<file path="src/rtl/mac_dot_ctrl_if.sv">
// ---------------------------------------------------------------------------
// mac_dot_ctrl_if
// Bundles every non-clock signal of the dot-product controller.
//
// Handshake rule for both streams (operand in_*, result out_*): a transfer
// happens on a rising clk edge where valid && ready are both high. The
// producer keeps its data stable while valid is high and ready is low. ready
// may depend combinationally on the controller state and on abort, never on
// valid.
//
// Signal groups
//   job control : start, vec_len, abort (in), busy (out)
//   operand in  : in_valid, act_in, w_in (in), in_ready (out)
//   MAC side    : mac_en, mac_act, mac_w (out), mac_result (in, registered)
//   result out  : out_valid, out_sum (out), out_ready (in)
//
// Modports
//   slave  : the controller
//   master : the environment (job issuer, operand source, MAC, consumer)
// ---------------------------------------------------------------------------
interface mac_dot_ctrl_if #(
   parameter int DATA_WIDTH = 8,
   parameter int ACC_WIDTH  = DATA_WIDTH + 16,
   parameter int LEN_WIDTH  = 8
);
   logic                    start;
   logic [LEN_WIDTH-1:0]    vec_len;
   logic                    abort;
   logic                    busy;

   logic                    in_valid;
   logic                    in_ready;
   logic [DATA_WIDTH-1:0]   act_in;
   logic [DATA_WIDTH-1:0]   w_in;

   logic                    mac_en;
   logic [DATA_WIDTH-1:0]   mac_act;
   logic [DATA_WIDTH-1:0]   mac_w;
   logic [2*DATA_WIDTH-1:0] mac_result;

   logic                    out_valid;
   logic                    out_ready;
   logic [ACC_WIDTH-1:0]    out_sum;

   modport slave (
      input  start, vec_len, abort, in_valid, act_in, w_in, mac_result, out_ready,
      output busy, in_ready, mac_en, mac_act, mac_w, out_valid, out_sum
   );

   modport master (
      output start, vec_len, abort, in_valid, act_in, w_in, mac_result, out_ready,
      input  busy, in_ready, mac_en, mac_act, mac_w, out_valid, out_sum
   );
endinterface

</file>
<file path="src/rtl/mac_dot_ctrl.sv">
// ---------------------------------------------------------------------------
// mac_dot_ctrl
// Sequences an external MAC (registered multiplier, one cycle latency) over
// vec_len operand pairs and accumulates the products into a signed dot
// product that is presented on a valid/ready output.
//
// Ports
//   clk          : sole clock, rising edge
//   reset        : asynchronous, active-high
//   bus          : mac_dot_ctrl_if.slave (job control, operand stream,
//                  MAC side, result stream)
//   o_dbg_state  : current FSM state (IDLE=0, RUN=1, DRAIN=2, OUT=3)
//
// Flow: IDLE --start--> RUN (or OUT when vec_len==0) --last pair--> DRAIN
//       --> OUT --out_ready--> IDLE.  abort from any non-IDLE state -> IDLE.
// ---------------------------------------------------------------------------
module mac_dot_ctrl #(
   parameter int DATA_WIDTH = 8,
   parameter int ACC_WIDTH  = DATA_WIDTH + 16,
   parameter int LEN_WIDTH  = 8
) (
   input  logic              clk,
   input  logic              reset,
   mac_dot_ctrl_if.slave     bus,
   output logic [1:0]        o_dbg_state
);

   typedef enum logic [1:0] {
      S_IDLE  = 2'd0,
      S_RUN   = 2'd1,
      S_DRAIN = 2'd2,
      S_OUT   = 2'd3
   } state_t;

   state_t                  r_state;
   state_t                  w_next;

   logic [LEN_WIDTH-1:0]    r_len;
   logic [LEN_WIDTH-1:0]    r_cnt;
   logic [ACC_WIDTH-1:0]    r_acc;
   logic                    r_pend;

   logic                    w_in_ready;
   logic                    w_hs;
   logic                    w_last;
   logic                    w_abort;
   logic                    w_accept;
   logic [ACC_WIDTH-1:0]    w_prod_ext;

   // abort only matters once a job is running; in IDLE start is honoured.
   assign w_abort    = bus.abort && (r_state != S_IDLE);
   assign w_accept   = (r_state == S_IDLE) && bus.start;

   // Dropping in_ready under abort gives abort priority over a handshake.
   assign w_in_ready = (r_state == S_RUN) && !bus.abort;
   assign w_hs       = bus.in_valid && w_in_ready;

   // r_len is at least 1 whenever RUN is entered, so len-1 cannot underflow.
   assign w_last     = (r_cnt == (r_len - LEN_WIDTH'(1)));

   // Sign-extend the product to accumulator width.
   assign w_prod_ext = ACC_WIDTH'($signed(bus.mac_result));

   // ------------------------------------------------------------------
   // Outputs
   // ------------------------------------------------------------------
   assign bus.in_ready  = w_in_ready;
   assign bus.mac_en    = w_hs;
   assign bus.mac_act   = bus.act_in;
   assign bus.mac_w     = bus.w_in;
   assign bus.busy      = (r_state != S_IDLE);
   assign bus.out_valid = (r_state == S_OUT);
   assign bus.out_sum   = r_acc;
   assign o_dbg_state   = r_state;

   // ------------------------------------------------------------------
   // FSM
   // ------------------------------------------------------------------
   always_ff @(posedge clk or posedge reset) begin
      if (reset) begin
         r_state <= S_IDLE;
      end else begin
         r_state <= w_next;
      end
   end

   always_comb begin
      w_next = r_state;
      case (r_state)
         S_IDLE: begin
            if (bus.start) begin
               w_next = (bus.vec_len == '0) ? S_OUT : S_RUN;
            end
         end
         S_RUN: begin
            if (w_hs && w_last) begin
               w_next = S_DRAIN;
            end
         end
         // DRAIN always holds exactly one pending product (the last pair);
         // it is added on the edge that leaves DRAIN, so OUT sees the total.
         S_DRAIN: w_next = S_OUT;
         S_OUT: begin
            if (bus.out_ready) begin
               w_next = S_IDLE;
            end
         end
         default: w_next = S_IDLE;
      endcase
      if (w_abort) begin
         w_next = S_IDLE;
      end
   end

   // ------------------------------------------------------------------
   // Datapath: length capture, pair count, pending flag, accumulator
   // ------------------------------------------------------------------
   always_ff @(posedge clk or posedge reset) begin
      if (reset) begin
         r_len  <= '0;
         r_cnt  <= '0;
         r_acc  <= '0;
         r_pend <= 1'b0;
      end else begin
         // mac_result is valid the cycle after mac_en, so the handshake is
         // remembered for one cycle and consumed then. w_hs is already low
         // under abort, which clears the flag.
         r_pend <= w_hs;
         if (w_accept) begin
            r_len <= bus.vec_len;
            r_cnt <= '0;
            r_acc <= '0;
         end else if (w_abort) begin
            r_cnt <= '0;
            r_acc <= '0;
         end else begin
            if (w_hs) begin
               r_cnt <= r_cnt + LEN_WIDTH'(1);
            end
            if (r_pend) begin
               r_acc <= r_acc + w_prod_ext;
            end
         end
      end
   end

endmodule

</file>
<file path="src/flat_wrapper.sv">
// flat-port wrapper written by rule: the top's interface ports become plain ports
module mac_dot_ctrl_flat 
#(
   parameter int DATA_WIDTH = 8,
   parameter int ACC_WIDTH  = DATA_WIDTH + 16,
   parameter int LEN_WIDTH  = 8
)
  (clk, reset, o_dbg_state, bus_start, bus_vec_len, bus_abort, bus_in_valid, bus_act_in, bus_w_in, bus_mac_result, bus_out_ready, bus_busy, bus_in_ready, bus_mac_en, bus_mac_act, bus_mac_w, bus_out_valid, bus_out_sum);
  mac_dot_ctrl_if #(.DATA_WIDTH(DATA_WIDTH), .ACC_WIDTH(ACC_WIDTH), .LEN_WIDTH(LEN_WIDTH)) bus_i ();
  input  logic clk;
  input  logic reset;
  output logic [1:0] o_dbg_state;
  input wire logic [$bits(bus_i.start)-1:0] bus_start;
  input wire logic [$bits(bus_i.vec_len)-1:0] bus_vec_len;
  input wire logic [$bits(bus_i.abort)-1:0] bus_abort;
  input wire logic [$bits(bus_i.in_valid)-1:0] bus_in_valid;
  input wire logic [$bits(bus_i.act_in)-1:0] bus_act_in;
  input wire logic [$bits(bus_i.w_in)-1:0] bus_w_in;
  input wire logic [$bits(bus_i.mac_result)-1:0] bus_mac_result;
  input wire logic [$bits(bus_i.out_ready)-1:0] bus_out_ready;
  output wire logic [$bits(bus_i.busy)-1:0] bus_busy;
  output wire logic [$bits(bus_i.in_ready)-1:0] bus_in_ready;
  output wire logic [$bits(bus_i.mac_en)-1:0] bus_mac_en;
  output wire logic [$bits(bus_i.mac_act)-1:0] bus_mac_act;
  output wire logic [$bits(bus_i.mac_w)-1:0] bus_mac_w;
  output wire logic [$bits(bus_i.out_valid)-1:0] bus_out_valid;
  output wire logic [$bits(bus_i.out_sum)-1:0] bus_out_sum;
  assign bus_i.start = bus_start;
  assign bus_i.vec_len = bus_vec_len;
  assign bus_i.abort = bus_abort;
  assign bus_i.in_valid = bus_in_valid;
  assign bus_i.act_in = bus_act_in;
  assign bus_i.w_in = bus_w_in;
  assign bus_i.mac_result = bus_mac_result;
  assign bus_i.out_ready = bus_out_ready;
  assign bus_busy = bus_i.busy;
  assign bus_in_ready = bus_i.in_ready;
  assign bus_mac_en = bus_i.mac_en;
  assign bus_mac_act = bus_i.mac_act;
  assign bus_mac_w = bus_i.mac_w;
  assign bus_out_valid = bus_i.out_valid;
  assign bus_out_sum = bus_i.out_sum;
  mac_dot_ctrl #(.DATA_WIDTH(DATA_WIDTH), .ACC_WIDTH(ACC_WIDTH), .LEN_WIDTH(LEN_WIDTH)) u_core (.clk(clk), .reset(reset), .bus(bus_i), .o_dbg_state(o_dbg_state));
endmodule
</file>
<file path="config.mk">
export PLATFORM = sky130hd
export DESIGN_NAME = mac_dot_ctrl_flat
export DESIGN_NICKNAME = d
export VERILOG_FILES = /design/src/rtl/mac_dot_ctrl_if.sv /design/src/rtl/mac_dot_ctrl.sv /design/src/flat_wrapper.sv
export SDC_FILE = /design/constraint.sdc
export NUM_CORES = 1
export LEC_CHECK = 0
export ABC_AREA = 1
export BUFFER_PORTS_ARGS = -buffer_cell sky130_fd_sc_hd__buf_2
export CAP_MARGIN = 25
export CORE_MARGIN = 2
export CORE_UTILIZATION = 35
export DETAILED_ROUTE_END_ITERATION = 12
export GPL_ROUTABILITY_DRIVEN = 0
export GPL_TIMING_DRIVEN = 0
export PLACE_DENSITY = 0.59
export REMOVE_ABC_BUFFERS = 1
export SETUP_SLACK_MARGIN = 0.5
export SKIP_CTS_REPAIR_TIMING = 1
export SYNTH_ARGS = -nofsm -noshare
export SYNTH_HDL_FRONTEND = slang
export SYNTH_SLANG_ARGS = --single-unit
</file>
<file path="constraint.sdc">
create_clock -name clk -period 2.4 [get_ports clk]
set_clock_uncertainty 0.1 [all_clocks]
set_input_delay 0.24 -clock clk [delete_from_list [all_inputs] [get_ports clk]]
set_output_delay 0.24 -clock clk [all_outputs]
set_load 0.02 [all_outputs]
</file>
* After elaboration in Yosys (flattened, before gate mapping)
Index checks and enable logic that the tools add are counted.
** Operators by class
- Mux-type cells :: 12
- Reductions and logical operators :: 12
- Add/subtract/negate cells :: 3
- Equality and inequality tests :: 7
** Operators with widths (number)
- 24-bit two-way mux :: 3
- 24-bit adder :: 1
- 8-bit two-way mux :: 3
- 2-bit two-way mux :: 5
- 3-bit by 2-bit != test with 1-bit output (second input constant) :: 3
- 8-bit by 1-bit adder with 8-bit output (second input constant) :: 1
- 8-bit == test :: 1
- 8-bit zero test :: 1
- 2-bit one-hot mux with 4 select lines :: 1
- 8-bit by 1-bit subtractor with 8-bit output (second input constant) :: 1
- 3-bit nonzero test :: 2
- 1-bit logical AND :: 5
- 2-bit == test (second input constant) :: 2
- 3-bit AND reduction :: 1
- 2-bit by 1-bit == test with 1-bit output (second input constant) :: 1
- 2-bit zero test :: 1
- 2-bit nonzero test :: 1
- 1-bit zero test :: 1
** Storage, ports and cells
- Register bits after elaboration :: 43
- Output and inout port bits :: 46
- Input bits :: 46

* Logic depth before layout (Yosys ltp)
- Depth in word-level cells :: 7
- Mapped depth :: 15
- Depth with buffers taken out :: 15

* Worst setup path after synthesis
No wires, ideal clock.
- Path type :: reg2reg
- Start :: reg u_core.r_acc[0] (netlist: u_core.bus.out_sum[0])
- End :: reg u_core.r_acc[10] (netlist: u_core.bus.out_sum[10])
- Required time :: 2183 ps
- Arrival time :: 1967 ps
- Clock period less this slack :: 2184 ps
- Path buffers :: 0
- Path slack :: 216 ps
- Library setup time :: 117 ps
- Cell stages (with the launch flop) :: 13
- Cell sequence :: dfrtp_1 > ha_1 > inv_1 > fa_1 > inv_1 > nand2_1 > o21ai_2 > nand3_1 > nand2_1 > a21oi_1 > or2_0 > nand3_1 > nand2_1
** On the way
- Word-level cells in the longest chain between the ends :: 4
** Ends and longest elaborated chain
- start: declaration :: line mac_dot_ctrl.sv:40 : logic [ACC_WIDTH-1:0] r_acc;
- start signal: assignment :: line mac_dot_ctrl.sv:141 : r_acc <= r_acc + w_prod_ext;
- 24-bit adder :: line mac_dot_ctrl.sv:141
- 24-bit two-way mux :: line mac_dot_ctrl.sv:140 : if (r_pend) begin
- 24-bit two-way mux :: line mac_dot_ctrl.sv:133 : end else if (w_abort) begin
- 24-bit two-way mux :: line mac_dot_ctrl.sv:129 : if (w_accept) begin
Every way passes these cells. The select of a mux whose other input is x is not followed.
A chain may end at the register's enable or synchronous reset.

* Final worst setup path
Same ends and word-level chain as after synthesis.

==> flow_summary.json <==
{
  "cp.depth": 12,
  "clockBufferDepth": 2,
  "num_antenna_cells": 0,
  "netlist_area_um2": 3641,
  "synth.distinct_cells": 38,
  "finalSetupTns_ns": 0,
  "cp.required_ns": 2.51,
  "antenna_found_initial": 0,
  "ff2ff_path_depth": 12,
  "synth_adder_area_share_pct": 10.86,
  "yosys_warnings": 0,
  "layout_min_cycle_time_ns": 2.114,
  "synth_top_area_share_pct": 29.55,
  "min_path_type": "primary input to flop",
  "rsz0062_at_grt": "true",
  "maxCapViolations": 0,
  "synth.mux.area_fraction_pct": 0.9278,
  "critPathMaxStageDelay_ns": 0.40,
  "tightestPinTransition_ns": 0.4042,
  "area.growth.synth_to_final_pct": 38.97,
  "core_um2": 10230,
  "synthTopCellsByArea": "dfrtp_1 (30%), nand2_1 (15%), ha_1 (10%)",
  "ir_drop_mv": 0.3452,
  "synth_compound_area_share_pct": 14.71,
  "setup_slack_ns": 0.2859,
  "htreeDepth": 2,
  "endpoint": "u_core.bus.out_sum[10]$_DFFE_PP0P_",
  "clk_latency_ns": 0.31,
  "numCtsBuffers": 5,
  "grt.total_usage_pct": 16.98,
  "slew-limit-headroom_pct": 72.81,
  "crit_slowest_cell": "dfrtp_1",
  "grt_pass1_vias": 3316,
  "wl_per_cell_um": 13.80,
  "synthTopCellsByCount": "nand2_1 (150), inv_1 (63), nor2_1 (63)",
  "period_share_pct": 88.09,
  "postSynthCellCount": 542,
  "post_drt_via_cell_ratio": 4.963,
  "finalHoldViolCount": 0,
  "crit_path_max_fanout": 4,
  "totalWireLength_um": 10590,
  "use_met2_pct": 27.74,
  "grt.busiest_layer": "met2",
  "setup_viol": 0,
  "drt_iter0_drc": 171,
  "port_buffers": 59,
  "ant_nets": 0,
  "power_density_nw_per_um2": 838.9,
  "seq_area_frac_synth_pct": 29.55,
  "synth_xor_area_share_pct": 1.443,
  "drc": 0,
  "overflow": 0,
  "via_count": 3807,
  "met3_usage_pct": 3.679,
  "synth_area_leader_cell": "dfrtp_1",
  "die_y_um": 106.0,
  "die_w_um": 106.0,
  "rr_endpoint": "u_core.bus.out_sum[10]$_DFFE_PP0P_",
  "clk_pin_slew_worst_paths_ns": 0.10,
  "synth_seq_cells": 43,
  "pre_cts_ws_ns": -0.01965,
  "grt_max_degree": 30,
  "crit_arrival_ns": 2.22,
  "p_leak_nw": 2.516,
  "path_cells": "ha_4 > inv_4 > fa_2 > inv_2 > nand2_4 > o21ai_4 > nand3_2 > nand2_4 > a21oi_2 > or2_0 > nand3_1 > nand2_1",
  "startpoint": "u_core.bus.out_sum[0]$_DFFE_PP0P_",
  "cts-root-buf": "clkbuf_8",
  "max_freq_ghz": 0.4730,
  "numClockSinks": 43,
  "synthSimpleGateAreaFrac_pct": 31.58,
  "fin_nets": 707,
  "synth_edf_count": 0,
  "rows": 37,
  "async_flop_share_pct": 100.0,
  "first_pass_iters": 5,
  "critPathKind": "flop to flop",
  "die_area_um2": 11230,
  "path_delay_family": "simple AND/OR/NAND/NOR gates",
  "ios": 92,
  "synth-main-ff-cell": "dfrtp_1",
  "synth_most_common_cell": "nand2_1",
  "drive_above_1_share_pct": 35.82,
  "synth_top_family_by_area": "simple AND/OR/NAND/NOR gates",
  "critPathMostFrequentCell": "nand2_4",
  "r2r-start": "u_core.bus.out_sum[0]$_DFFE_PP0P_",
  "grt_use_met1_pct": 23.11,
  "worstSetupStartpointType": "flop",
  "dpl.hpwl_um": 7456,
  "reg2reg_slack_ns": 0.29,
  "slew_violations": 0,
  "grt_pass1_wl_um": 15590,
  "cts_tree": "yes",
  "outcome": "completed",
  "endpoint_kind": "flop",
  "start_util_pct": 35.59,
  "syn_avg_cell_area_um2": 6.718,
  "fill_cells": 1019,
  "cp_num_buf_inv": 2
}
[layer usage]
layer,share of wire [%],vias to the layer above,wire length (um)
li1,-,1929,-
met1,46,1768,4901
met2,47,102,5022
met3,5.2,8,555
met4,1.0,0,108
met5,0,-,0
[worst register-to-register path, stage by stage (launching register included)]
cell and delay [ns]:
dfrtp_1 0.40, ha_4 0.16, inv_4 0.04, fa_2 0.37, inv_2 0.10, nand2_4 0.06, o21ai_4 0.17, nand3_2 0.11
nand2_4 0.10, a21oi_2 0.07, or2_0 0.22, nand3_1 0.07, nand2_1 0.04
[cells in the final DEF (no fill, tap or decap), drive strengths merged, types with 2 or more instances in the layout]
cell type and n:
a21oi 45, a21o 4, a32o 2, clkinv 2, nand2 155, mux2 3, dfrtp 43, nor4 3
xor2 4, clkbuf 6, inv 64, o21bai 2, nor3 8, o21a 2, or2 5, xnor2 2
nand3 35, buf 100, ha 30, o21ai 38, nor2 66, nand4 5
[registers in the layout (all words and copies together) (netlist names)]
register and flops:
u_core.r_cnt 8, u_core.r_pend 1, u_core.bus.out_sum 24, u_core.r_len 8
u_core.o_dbg_state 2
[cell type report]
class | count | area [um2] | share of cell area, %
well taps | 136 | 170.2 | 3.363
clock buffers | 6 | 82.58 | 1.632
flip-flops and latches | 43 | 1077 | 21.29
clock inverters | 2 | 38.79 | 0.7666
repair buffers | 101 | 635.6 | 12.56
multi-input cells | 414 | 2781 | 54.97
inverters | 65 | 274.0 | 5.415
[how the worst min path moves through the flow]
stage | start | endpoint | slack, ns | cells after the start
finish | bus_vec_len[6] | u_core.r_len[6]$_DFFE_PP0P_ | 0.08 | 2
global route | bus_vec_len[5] | u_core.r_len[5]$_DFFE_PP0P_ | 0.07 | 2
CTS | reset | u_core.o_dbg_state[0]$_DFFE_PP0P_ | -0.20 | 2
detailed placement | reset | u_core.o_dbg_state[0]$_DFFE_PP0P_ | 0.15 | 2
global placement | bus_act_in[0] | bus_mac_act[0] | 0.38 | 0
floorplan | bus_vec_len[5] | u_core.r_len[5]$_DFFE_PP0P_ | 0.29 | 1
[cell families after synthesis]
family / count (synthesis)
XOR/XNOR: 6
multiplexers: 3
buffers and inverters: 87
AO/OA/AOI/OAI: 97
flip-flops: 43
adder cells (fa/ha/maj): 31
AND/OR/NAND/NOR: 275
[through the flow]
stage / std cells / hold slack [ns] / power, W / util [%] / cell area [um2]
finish: 767 / 0.07814 / 0.004245 / 49.46 / 5060
global route: 767 / 0.06626 / 0.004565 / 49.46 / 5060
CTS: 725 / -0.2028 / 0.003483 / 40.15 / 4108
detailed placement: 717 / 0.1469 / 0.002821 / 38.96 / 3986
global placement: 715 / 0.3802 / 0.002748 / 38.63 / 3953
floorplan: 520 / 0.2906 / 0.002322 / - / 3487
[power breakdown]
group,internal [W],total (W),switching [W]
Combinational,0.00106,0.00252,0.00146
Sequential,0.000892,0.00109,0.000200
Clock,0.000343,0.000637,0.000294
(Power assumes the default switching activity.)
